===== config.mk =====
export PLATFORM = sky130hd
export DESIGN_NAME = pc_gen_param_flat
export DESIGN_NICKNAME = d
export VERILOG_FILES = /design/src/rtl/pc_gen_param_pkg.sv /design/src/rtl/pc_gen_param_if.sv /design/src/rtl/pc_gen_param_sat_counter.sv /design/src/rtl/pc_gen_param.sv /design/src/flat_wrapper.sv
export SDC_FILE = /design/constraint.sdc
export NUM_CORES = 1
export LEC_CHECK = 0
export CAP_MARGIN = 20
export CORE_UTILIZATION = 36
export CTS_BUF_LIST = sky130_fd_sc_hd__clkbuf_16
export DETAILED_ROUTE_END_ITERATION = 7
export PLACE_DENSITY = 0.8
export SYNTH_ARGS = -nofsm -noshare
export SYNTH_HDL_FRONTEND = slang
export SYNTH_SLANG_ARGS = --single-unit

===== constraint.sdc =====
create_clock -name clk -period 1.95 [get_ports clk]
set_clock_uncertainty 0.2 [all_clocks]
set_input_delay 0.4875 -clock clk [delete_from_list [all_inputs] [get_ports clk]]
set_output_delay 0.4875 -clock clk [all_outputs]
set_load 0.01 [all_outputs]

===== src/rtl/pc_gen_param_pkg.sv =====
// Shared definitions for the parametrised PC generator: FSM encoding,
// default start address, reset/stall polarity constants and alignment helper.
package pc_gen_param_pkg;

  localparam logic [1:0] S_INIT  = 2'd0;
  localparam logic [1:0] S_RUN   = 2'd1;
  localparam logic [1:0] S_FLUSH = 2'd2;

  localparam logic [63:0] DEF_START_ADDR = 64'h0000_0000_8000_0000;

  localparam logic STOP   = 1'b1;
  localparam logic RSTENA = 1'b0;

  // A fetch address is misaligned when either of its two low bits is set.
  function automatic logic is_misaligned(input logic [1:0] lo_bits);
    return (lo_bits != 2'b00);
  endfunction

endpackage


===== src/rtl/pc_gen_param_if.sv =====
// Redirect/handshake bundle between ctrl/ID/EX, the PC generator and IF.
// Carries misalign_o only when PC_GEN_MISALIGN_CHK_EN is defined.
interface pc_gen_param_if #(
  parameter int ADDR_W = 64,
  parameter int CNT_W  = 2
);
  logic [ADDR_W-1:0] static_pc_i;
  logic [ADDR_W-1:0] id_pc_i;
  logic              id_pc_ena;
  logic [ADDR_W-1:0] ex_pc_i;
  logic              ex_pc_ena;
  logic              pip_btype;
  logic              pc_stall;
  logic              if_ready;
  logic [ADDR_W-1:0] pc;
  logic              pc_valid;
  logic [CNT_W-1:0]  pip_b_cont;
  logic              ce;
`ifdef PC_GEN_MISALIGN_CHK_EN
  logic              misalign_o;

  modport master (
    output static_pc_i, id_pc_i, id_pc_ena, ex_pc_i, ex_pc_ena,
    output pip_btype, pc_stall, if_ready,
    input  pc, pc_valid, pip_b_cont, ce, misalign_o
  );
  modport slave (
    input  static_pc_i, id_pc_i, id_pc_ena, ex_pc_i, ex_pc_ena,
    input  pip_btype, pc_stall, if_ready,
    output pc, pc_valid, pip_b_cont, ce, misalign_o
  );
`else
  modport master (
    output static_pc_i, id_pc_i, id_pc_ena, ex_pc_i, ex_pc_ena,
    output pip_btype, pc_stall, if_ready,
    input  pc, pc_valid, pip_b_cont, ce
  );
  modport slave (
    input  static_pc_i, id_pc_i, id_pc_ena, ex_pc_i, ex_pc_ena,
    input  pip_btype, pc_stall, if_ready,
    output pc, pc_valid, pip_b_cont, ce
  );
`endif
endinterface


===== src/rtl/pc_gen_param_sat_counter.sv =====
// Saturating up/down counter; decrement wins when both requests are high.
// Shared with the branch history table.
module sat_counter #(
  parameter int           W    = 2,
  parameter logic [W-1:0] INIT = '1
) (
  input  logic         clk,
  input  logic         rst_n,
  input  logic         inc,
  input  logic         dec,
  output logic [W-1:0] cnt
);
  localparam logic [W-1:0] L_MAX  = '1;
  localparam logic [W-1:0] L_ZERO = '0;
  localparam logic [W-1:0] L_ONE  = W'(1);

  logic [W-1:0] r_cnt;
  logic [W-1:0] w_cnt_nxt;

  // Next count with saturation at both ends.
  always_comb begin
    w_cnt_nxt = r_cnt;
    if (dec) begin
      if (r_cnt != L_ZERO) begin
        w_cnt_nxt = r_cnt - L_ONE;
      end else begin
        w_cnt_nxt = r_cnt;
      end
    end else if (inc) begin
      if (r_cnt != L_MAX) begin
        w_cnt_nxt = r_cnt + L_ONE;
      end else begin
        w_cnt_nxt = r_cnt;
      end
    end else begin
      w_cnt_nxt = r_cnt;
    end
  end

  // Counter register.
  always_ff @(posedge clk or negedge rst_n) begin
    if (!rst_n) begin
      r_cnt <= INIT;
    end else begin
      r_cnt <= w_cnt_nxt;
    end
  end

  assign cnt = r_cnt;
endmodule


===== src/rtl/pc_gen_param.sv =====
// Fetch-address generator with EX > ID > stall > sequential priority,
// valid/ready toward IF and post-EX flush bubbles. Option: PC_GEN_MISALIGN_CHK_EN.
module pc_gen_param
  import pc_gen_param_pkg::*;
#(
  parameter int                ADDR_W        = 64,
  parameter logic [63:0]       START_ADDR    = DEF_START_ADDR,
  parameter int                CNT_W         = 2,
  parameter logic [CNT_W-1:0]  CNT_INIT      = '1,
  parameter int                FLUSH_BUBBLES = 1
) (
  input logic                  clk,
  input logic                  rst,
  pc_gen_param_if.slave        bus
);
  localparam logic [ADDR_W-1:0] L_START = START_ADDR[ADDR_W-1:0];
  localparam logic [1:0]        L_BUB   = 2'(FLUSH_BUBBLES);

  logic [1:0]        r_state;
  logic [1:0]        w_state_nxt;
  logic [1:0]        r_bub;
  logic [1:0]        w_bub_nxt;
  logic [ADDR_W-1:0] r_pc;
  logic [ADDR_W-1:0] w_pc_nxt;
  logic              w_pc_load;
  logic              r_pc_valid;
  logic              r_ce;
  logic [CNT_W-1:0]  w_cnt;

  // State/bubble progression, then pc selection; redirects override the state.
  always_comb begin
    w_state_nxt = r_state;
    w_bub_nxt   = r_bub;
    w_pc_nxt    = r_pc;
    w_pc_load   = 1'b0;
    case (r_state)
      S_INIT:  w_state_nxt = S_RUN;
      S_RUN:   w_state_nxt = S_RUN;
      S_FLUSH: begin
        if (r_bub <= 2'd1) begin
          w_state_nxt = S_RUN;
          w_bub_nxt   = 2'd0;
        end else begin
          w_state_nxt = S_FLUSH;
          w_bub_nxt   = r_bub - 2'd1;
        end
      end
      default: begin
        w_state_nxt = S_INIT;
        w_bub_nxt   = 2'd0;
      end
    endcase

    // A held request (valid without ready) must stay put unless redirected.
    if (bus.ex_pc_ena) begin
      w_pc_nxt    = bus.ex_pc_i;
      w_pc_load   = 1'b1;
      w_state_nxt = S_FLUSH;
      w_bub_nxt   = L_BUB;
    end else if (bus.id_pc_ena) begin
      w_pc_nxt  = bus.id_pc_i;
      w_pc_load = 1'b1;
    end else if ((r_state == S_RUN) && !bus.pc_stall && !(r_pc_valid && !bus.if_ready)) begin
      w_pc_nxt  = bus.static_pc_i;
      w_pc_load = 1'b1;
    end else begin
      w_pc_nxt  = r_pc;
      w_pc_load = 1'b0;
    end
  end

  // FSM, pc and registered handshake outputs.
  always_ff @(posedge clk or negedge rst) begin
    if (!rst) begin
      r_state    <= S_INIT;
      r_bub      <= 2'd0;
      r_pc       <= L_START;
      r_pc_valid <= 1'b0;
      r_ce       <= 1'b0;
    end else begin
      r_state    <= w_state_nxt;
      r_bub      <= w_bub_nxt;
      r_pc       <= w_pc_nxt;
      r_pc_valid <= (w_state_nxt == S_RUN);
      r_ce       <= (w_state_nxt != S_INIT);
    end
  end

  sat_counter #(
    .W    (CNT_W),
    .INIT (CNT_INIT)
  ) u_conf_cnt (
    .clk   (clk),
    .rst_n (rst),
    .inc   (bus.pip_btype),
    .dec   (bus.ex_pc_ena),
    .cnt   (w_cnt)
  );

`ifdef PC_GEN_MISALIGN_CHK_EN
  logic r_misalign;

  // Flag each load of a misaligned address for a single cycle.
  always_ff @(posedge clk or negedge rst) begin
    if (!rst) begin
      r_misalign <= 1'b0;
    end else begin
      r_misalign <= w_pc_load && is_misaligned(w_pc_nxt[1:0]);
    end
  end

  assign bus.misalign_o = r_misalign;
`endif

  assign bus.pc         = r_pc;
  assign bus.pc_valid   = r_pc_valid;
  assign bus.ce         = r_ce;
  assign bus.pip_b_cont = w_cnt;
endmodule


===== src/flat_wrapper.sv =====
// flat-port wrapper written by rule: the top's interface ports become plain ports
module pc_gen_param_flat import pc_gen_param_pkg::*;
#(
  parameter int                ADDR_W        = 64,
  parameter logic [63:0]       START_ADDR    = DEF_START_ADDR,
  parameter int                CNT_W         = 2,
  parameter logic [CNT_W-1:0]  CNT_INIT      = '1,
  parameter int                FLUSH_BUBBLES = 1
)
  (clk, rst, bus_static_pc_i, bus_id_pc_i, bus_id_pc_ena, bus_ex_pc_i, bus_ex_pc_ena, bus_pip_btype, bus_pc_stall, bus_if_ready, bus_pc, bus_pc_valid, bus_pip_b_cont, bus_ce);
  pc_gen_param_if #(.ADDR_W(ADDR_W), .CNT_W(CNT_W)) bus_i ();
  input logic clk;
  input logic rst;
  input wire logic [$bits(bus_i.static_pc_i)-1:0] bus_static_pc_i;
  input wire logic [$bits(bus_i.id_pc_i)-1:0] bus_id_pc_i;
  input wire logic [$bits(bus_i.id_pc_ena)-1:0] bus_id_pc_ena;
  input wire logic [$bits(bus_i.ex_pc_i)-1:0] bus_ex_pc_i;
  input wire logic [$bits(bus_i.ex_pc_ena)-1:0] bus_ex_pc_ena;
  input wire logic [$bits(bus_i.pip_btype)-1:0] bus_pip_btype;
  input wire logic [$bits(bus_i.pc_stall)-1:0] bus_pc_stall;
  input wire logic [$bits(bus_i.if_ready)-1:0] bus_if_ready;
  output wire logic [$bits(bus_i.pc)-1:0] bus_pc;
  output wire logic [$bits(bus_i.pc_valid)-1:0] bus_pc_valid;
  output wire logic [$bits(bus_i.pip_b_cont)-1:0] bus_pip_b_cont;
  output wire logic [$bits(bus_i.ce)-1:0] bus_ce;
  assign bus_i.static_pc_i = bus_static_pc_i;
  assign bus_i.id_pc_i = bus_id_pc_i;
  assign bus_i.id_pc_ena = bus_id_pc_ena;
  assign bus_i.ex_pc_i = bus_ex_pc_i;
  assign bus_i.ex_pc_ena = bus_ex_pc_ena;
  assign bus_i.pip_btype = bus_pip_btype;
  assign bus_i.pc_stall = bus_pc_stall;
  assign bus_i.if_ready = bus_if_ready;
  assign bus_pc = bus_i.pc;
  assign bus_pc_valid = bus_i.pc_valid;
  assign bus_pip_b_cont = bus_i.pip_b_cont;
  assign bus_ce = bus_i.ce;
  pc_gen_param #(.ADDR_W(ADDR_W), .START_ADDR(START_ADDR), .CNT_W(CNT_W), .CNT_INIT(CNT_INIT), .FLUSH_BUBBLES(FLUSH_BUBBLES)) u_core (.clk(clk), .rst(rst), .bus(bus_i));
endmodule

======== After elaboration in Yosys (flattened, before gate mapping) ========
Cells that the tools add are included.
word-level totals
  register bits after elaboration ......... 72
  bits of input ports ..................... 199
  output and inout port bits .............. 68
  logic and storage cells ................. 43
cells by class
  add/sub/neg operators ................... 3
  magnitude comparators ................... 1
  equality and inequality tests ........... 6
  mux-type cells .......................... 13
  reduce and logical (&&, ||, !) cells .... 14
operator list
  kind                                                                               number
  64-bit 2-to-1 mux                                                                  3
  2-bit 2-to-1 mux                                                                   8
  2-bit case mux with 2 select lines                                                 2
  2-bit nonzero test                                                                 4
  2-bit by 1-bit == test with 1-bit output (second input constant)                   2
  2-bit by 1-bit inequality test with 1-bit output (second input constant)           2
  2-bit by 1-bit subtractor with 2-bit output (second input constant)                2
  1-bit logical AND                                                                  3
  1-bit zero test                                                                    3
  3-bit AND reduction                                                                1
  3-bit nonzero test                                                                 1
  2-bit by 1-bit adder with 2-bit output (second input constant)                     1
  2-bit == test (second input constant)                                              1
  2-bit by 1-bit less-or-equal comparator with 1-bit output (second input constant)  1
  2-bit zero test                                                                    1
  2-bit inequality test (second input constant)                                      1
  2-bit OR reduction                                                                 1

======== Longest topological paths before layout ========
  depth after elaboration ................. 7
  mapped depth ............................ 6
  mapped depth without buffers ............ 3

======== Modules after synthesis ========
A second synthesis with hierarchy kept.
unflattened totals
  cell total of the unflattened synthesis .. 419
  area, all modules ....................... 4081.4 µm²
modules (own cells, without submodules)
  module        instances  cells an instance  area an instance (µm²)  sequential area each (µm²)
  pc_gen_param  1          410                3987.6                  1752.9
  sat_counter   1          9                  93.8                    52.6

======== Worst setup path after synthesis ========
OpenSTA, ideal clock, no wires.
  path type ............................... input to register
  from .................................... in bus_ex_pc_ena
  to ...................................... reg u_core.r_pc[10], in the netlist u_core.bus.pc[10]
  setup time .............................. 0.130 ns
  arrival ................................. 1.339 ns
  data required time ...................... 1.620 ns
  path slack .............................. 0.281 ns
  cell stages on the path ................. 6
  path buffers ............................ 3
  cell sequence ........................... buf_6 or2_1 buf_6 buf_2 a41oi_1 a21oi_1
between the ends
  cells in the longest elaborated chain, start to end .. 1
  elaborated cells on any way between the ends .. 2
  classes of those cells .................. mux: 1; reduce/logical: 1
ends and longest elaborated chain
  what                                                               line                source
  start: declaration                                                 flat_wrapper.sv:18  input wire logic [$bits(bus_i.ex_pc_ena)-1:0] bus_ex_pc_ena;
  3-bit nonzero test (no line) or 64-bit 2-to-1 mux (tied branches)  n/a
  end signal: assignment                                             pc_gen_param.sv:83  r_pc <= w_pc_nxt;
  end: declaration                                                   pc_gen_param.sv:23  logic [ADDR_W-1:0] r_pc;
Several ways; a longest one is shown, not always the timed one.
A chain may end at the register's enable or synchronous reset.

======== Final worst setup path ========
  from .................................... reg u_core.r_pc[61], in the netlist u_core.bus.pc[61]
  to ...................................... out bus_pc[61]
RTL lines
  what              line                source
  end: declaration  flat_wrapper.sv:22  output wire logic [$bits(bus_i.pc)-1:0] bus_pc;
No word-level cell between the ends.

==> results.py <==
metrics = {
    "yosys": {
        "synth-seq-cells": 72,
        "yosysTopAreaCellShare_pct": 42.9,
        "syn-instance-count": 420,
        "async_flop_share_pct": 100,
        "synth_cell_type_count": 26,
        "synth_area_leaders": "dfrtp_1, a41oi_1, o31ai_1",
        "ys.flop_type": "dfrtp_1",
        "mappedNetlistNets": 619,
        "synth_common_cells": "dfrtp_1, a21oi_1, a41oi_1, o31ai_1, o22ai_1",
        "yosysSeqAreaShare_pct": 44.9,
        "syn_area_um2": 4030,
        "synth_edf_count": 0,
        "ys.warnings.count": 0,
        "syn_avg_cell_area_um2": 9.58,
        "synth_top_area_cell": "dfrtp_1",
        "yosysMostFrequentCell": "dfrtp_1",
    },
    "critical_path": {
        "path_cells": "clkdlybuf4s50_1",
        "crit_arrival_ns": 1.24,
        "critPathCaptureType": "output pin",
        "cp-start-kind": "flip-flop",
        "critical_path.max_fanout": 2,
        "cp_slowest_cell": "clkdlybuf4s50_1",
        "crit_required_ns": 1.26,
        "ff2ff_setup_slack_ns": 0.21,
        "slowest_delay_ns": 0.56,
        "critical_path_class": "reg2out",
        "crit_family": "buffers and inverters",
        "path_buf_inv": 1,
    },
    "place": {
        "gp_congestion": 0.896,
        "portBuffers": 266,
        "pre_cts_slack_ns": -0.233,
        "dp.final_hpwl_um": 11300,
    },
    "clock_tree": {
        "clock-root-buffer": "clkbuf_16",
        "htreeDepth": 3,
        "cts_sinks": 72,
        "clkTransAtPathRegs_ns": 0.06,
        "cts_buffers": 9,
        "clk_path_buf_depth": 2,
        "cts_tree": "yes",
        "clkLatencyLatePin_ns": 0.32,
    },
    "routing": {
        "route.detailed.drc": 0,
        "wl_per_cell_um": 20.0,
        "route.vias.total": 4866,
        "routed_wl_um": 16000,
        "drt_iter0_markers": 319,
        "ant_nets": 0,
        "firstDrtPassIters": 4,
        "vias_per_cell": 6.07,
    },
    "power": {
        "ir_drop_mv": 0.341,
        "p_per_area_nw_per_um2": 647,
        "power_w": 0.00467,
        "p_int_w": 0.00334,
        "switching_power_w": 0.00133,
        "pwr-share-seq_pct": 38.0,
        "p_leak_nw": 2.77,
        "pwr-share-clk_pct": 30.6,
        "p_comb_share_pct": 31.4,
        "swShare_pct": 28.5,
    },
    "floorplan": {
        "ioPinCount": 267,
        "fp.dieH_um": 108,
        "coreArea_um2": 10900,
        "die_w_um": 108,
        "initial_core_util_pct": 37.0,
        "num_rows": 38,
        "die-area_um2": 11600,
    },
    "grt": {
        "grt_pass1_wl_um": 24100,
        "antenna_found_initial": 0,
        "grt_pass1_vias": 4808,
        "globalRouteTotalUtil_pct": 26.9,
        "grt_overflow": 0,
        "grt_max_degree": 68,
    },
    "sta": {
        "holdWs_ns": 0.296,
        "rsz0062_at_grt": "false",
        "hold_viol": 0,
        "final_max_slew_viol_count": 0,
        "period_share_pct": 98.9,
        "setup_tns_ns": 0,
        "setup_viol": 0,
        "maxSlewHeadroom_pct": 50.5,
        "period_minus_slack_ns": 1.93,
        "worst_slew_pin_slew_ns": 0.743,
        "timing.fmax_ghz": 0.518,
        "setup_slack_ns": 0.0213,
    },
    "outcome": {
        "outcome": "finished clean",
    },
    "finish": {
        "syn2layout_area_growth_pct": 79.4,
        "nets": 856,
        "fillers": 875,
        "num_antenna_cells": 0,
        "drive_gt1_share_pct": 7.40,
    },
    "flow_run": {
        "max_cap_violations": 0,
    },
    "worst_hold_path": {
        "hold_class": "reg2reg",
    },
}
==> layer usage <==
layer	wire length, um	part of all wire (%)	global-route usage (%)	vias to the layer above
met3	1550	9.7	5.75	36
met5	0	0	0	-
li1	-	-	-	2226
met2	7990	50	46.2	297
met4	531	3.3	14.0	0
met1	5980	37	31.2	2307
==> final timing paths <==
kind / from / end / depth (start not counted)
setup / recovery: u_core.bus.pc[61] / bus_pc[61] / 1
hold / removal: u_core.bus.pc[31] / u_core.bus.pc[31] / 2
setup reg to reg: u_core.r_state[1] / u_core.bus.pc[4] / 4
hold reg to reg: u_core.bus.pc[31] / u_core.bus.pc[31] / 2
max in group asynchronous: rst / u_core.bus.pc[54] / 3
min in group asynchronous: rst / u_core.bus.pc[51] / 2
==> cells in the final DEF (no fill, tap or decap), drive strengths merged, types with 6 or more instances in the layout <==
cell type | synthesis | layout
o31ai | 64 | 64
o22ai | 63 | 63
dfrtp | 69 | 69
a21oi | 66 | 66
inv | 4 | 6
a41oi | 64 | 64
clkdlybuf4s50 | 0 | 244
dlymetal6s2s | 0 | 14
clkbuf | 20 | 9
dlygate4sd2 | 0 | 7
buf | 44 | 24
==> power groups by stage <==
stage	Sequential [W]	Combinational, W	Clock, W
6_report	0.00177	0.00147	0.00143
5_1_grt	0.00179	0.00157	0.00152
4_1_cts	0.00177	0.00148	0.00147
3_5_place_dp	0.00180	0.00149	0
3_3_place_gp	0.00179	0.00145	0
2_1_floorplan	0.00186	0.000478	0
==> cell type report <==
class / count / area (um2) / area share [%]
Clock inverter: 7 / 31.3 / 0.433
Inverter: 4 / 15.0 / 0.208
Sequential cell: 72 / 1810 / 25.0
Tap cell: 140 / 175 / 2.43
Timing Repair Buffer: 290 / 3060 / 42.3
Multi-Input combinational cell: 280 / 1910 / 26.5
Clock buffer: 9 / 225 / 3.12
==> logic make-up (layout without fill, tap and decap cells) <==
logic type | Yosys count | after routing | share of synthesized area [%]
AOI/OAI and AO/OA | 263 | 263 | 44.9
buffers and inverters | 68 | 310 | 8.08
DFF | 72 | 72 | 44.9
and+or+nand+nor | 17 | 17 | 2.15
==> tightest hold or removal path: cells and delay by family (launching register included) <==
family         cells  cell delay [ns]
flip-flops         1             0.36
AO/OA/AOI/OAI      2             0.13
==> registers in the layout (all words and copies together), names as in the netlist <==
name and count:
u_core.u_conf_cnt.cnt 2, u_core.r_bub 2, u_core.bus.ce 1, u_core.bus.pc_valid 1
u_core.r_state 2, u_core.bus.pc 64
==> what timing repair did <==
| item | in CTS | in global routing |
|---|---|---|
| hold buffers | 1 | 0 |
| endpoints found under the hold margin | 28 | 0 |
| buffers inserted | 0 | 0 |
| resized for setup | 7 | 14 |
| endpoints found under the setup margin | 7 | 14 |
| cloned | 0 | 0 |
==> through the flow <==
| stage | cell area, um2 | utilization [%] | instances |
|---|---|---|---|
| 3_5_place_dp | 6910 | 63.5 | 784 |
| 2_1_floorplan | 4030 | - | 420 |
| 3_3_place_gp | 6910 | 63.5 | 784 |
| 6_report | 7220 | 66.3 | 802 |
| 4_1_cts | 7170 | 65.8 | 801 |
| 5_1_grt | 7220 | 66.3 | 802 |
(Power assumes the default switching activity.)
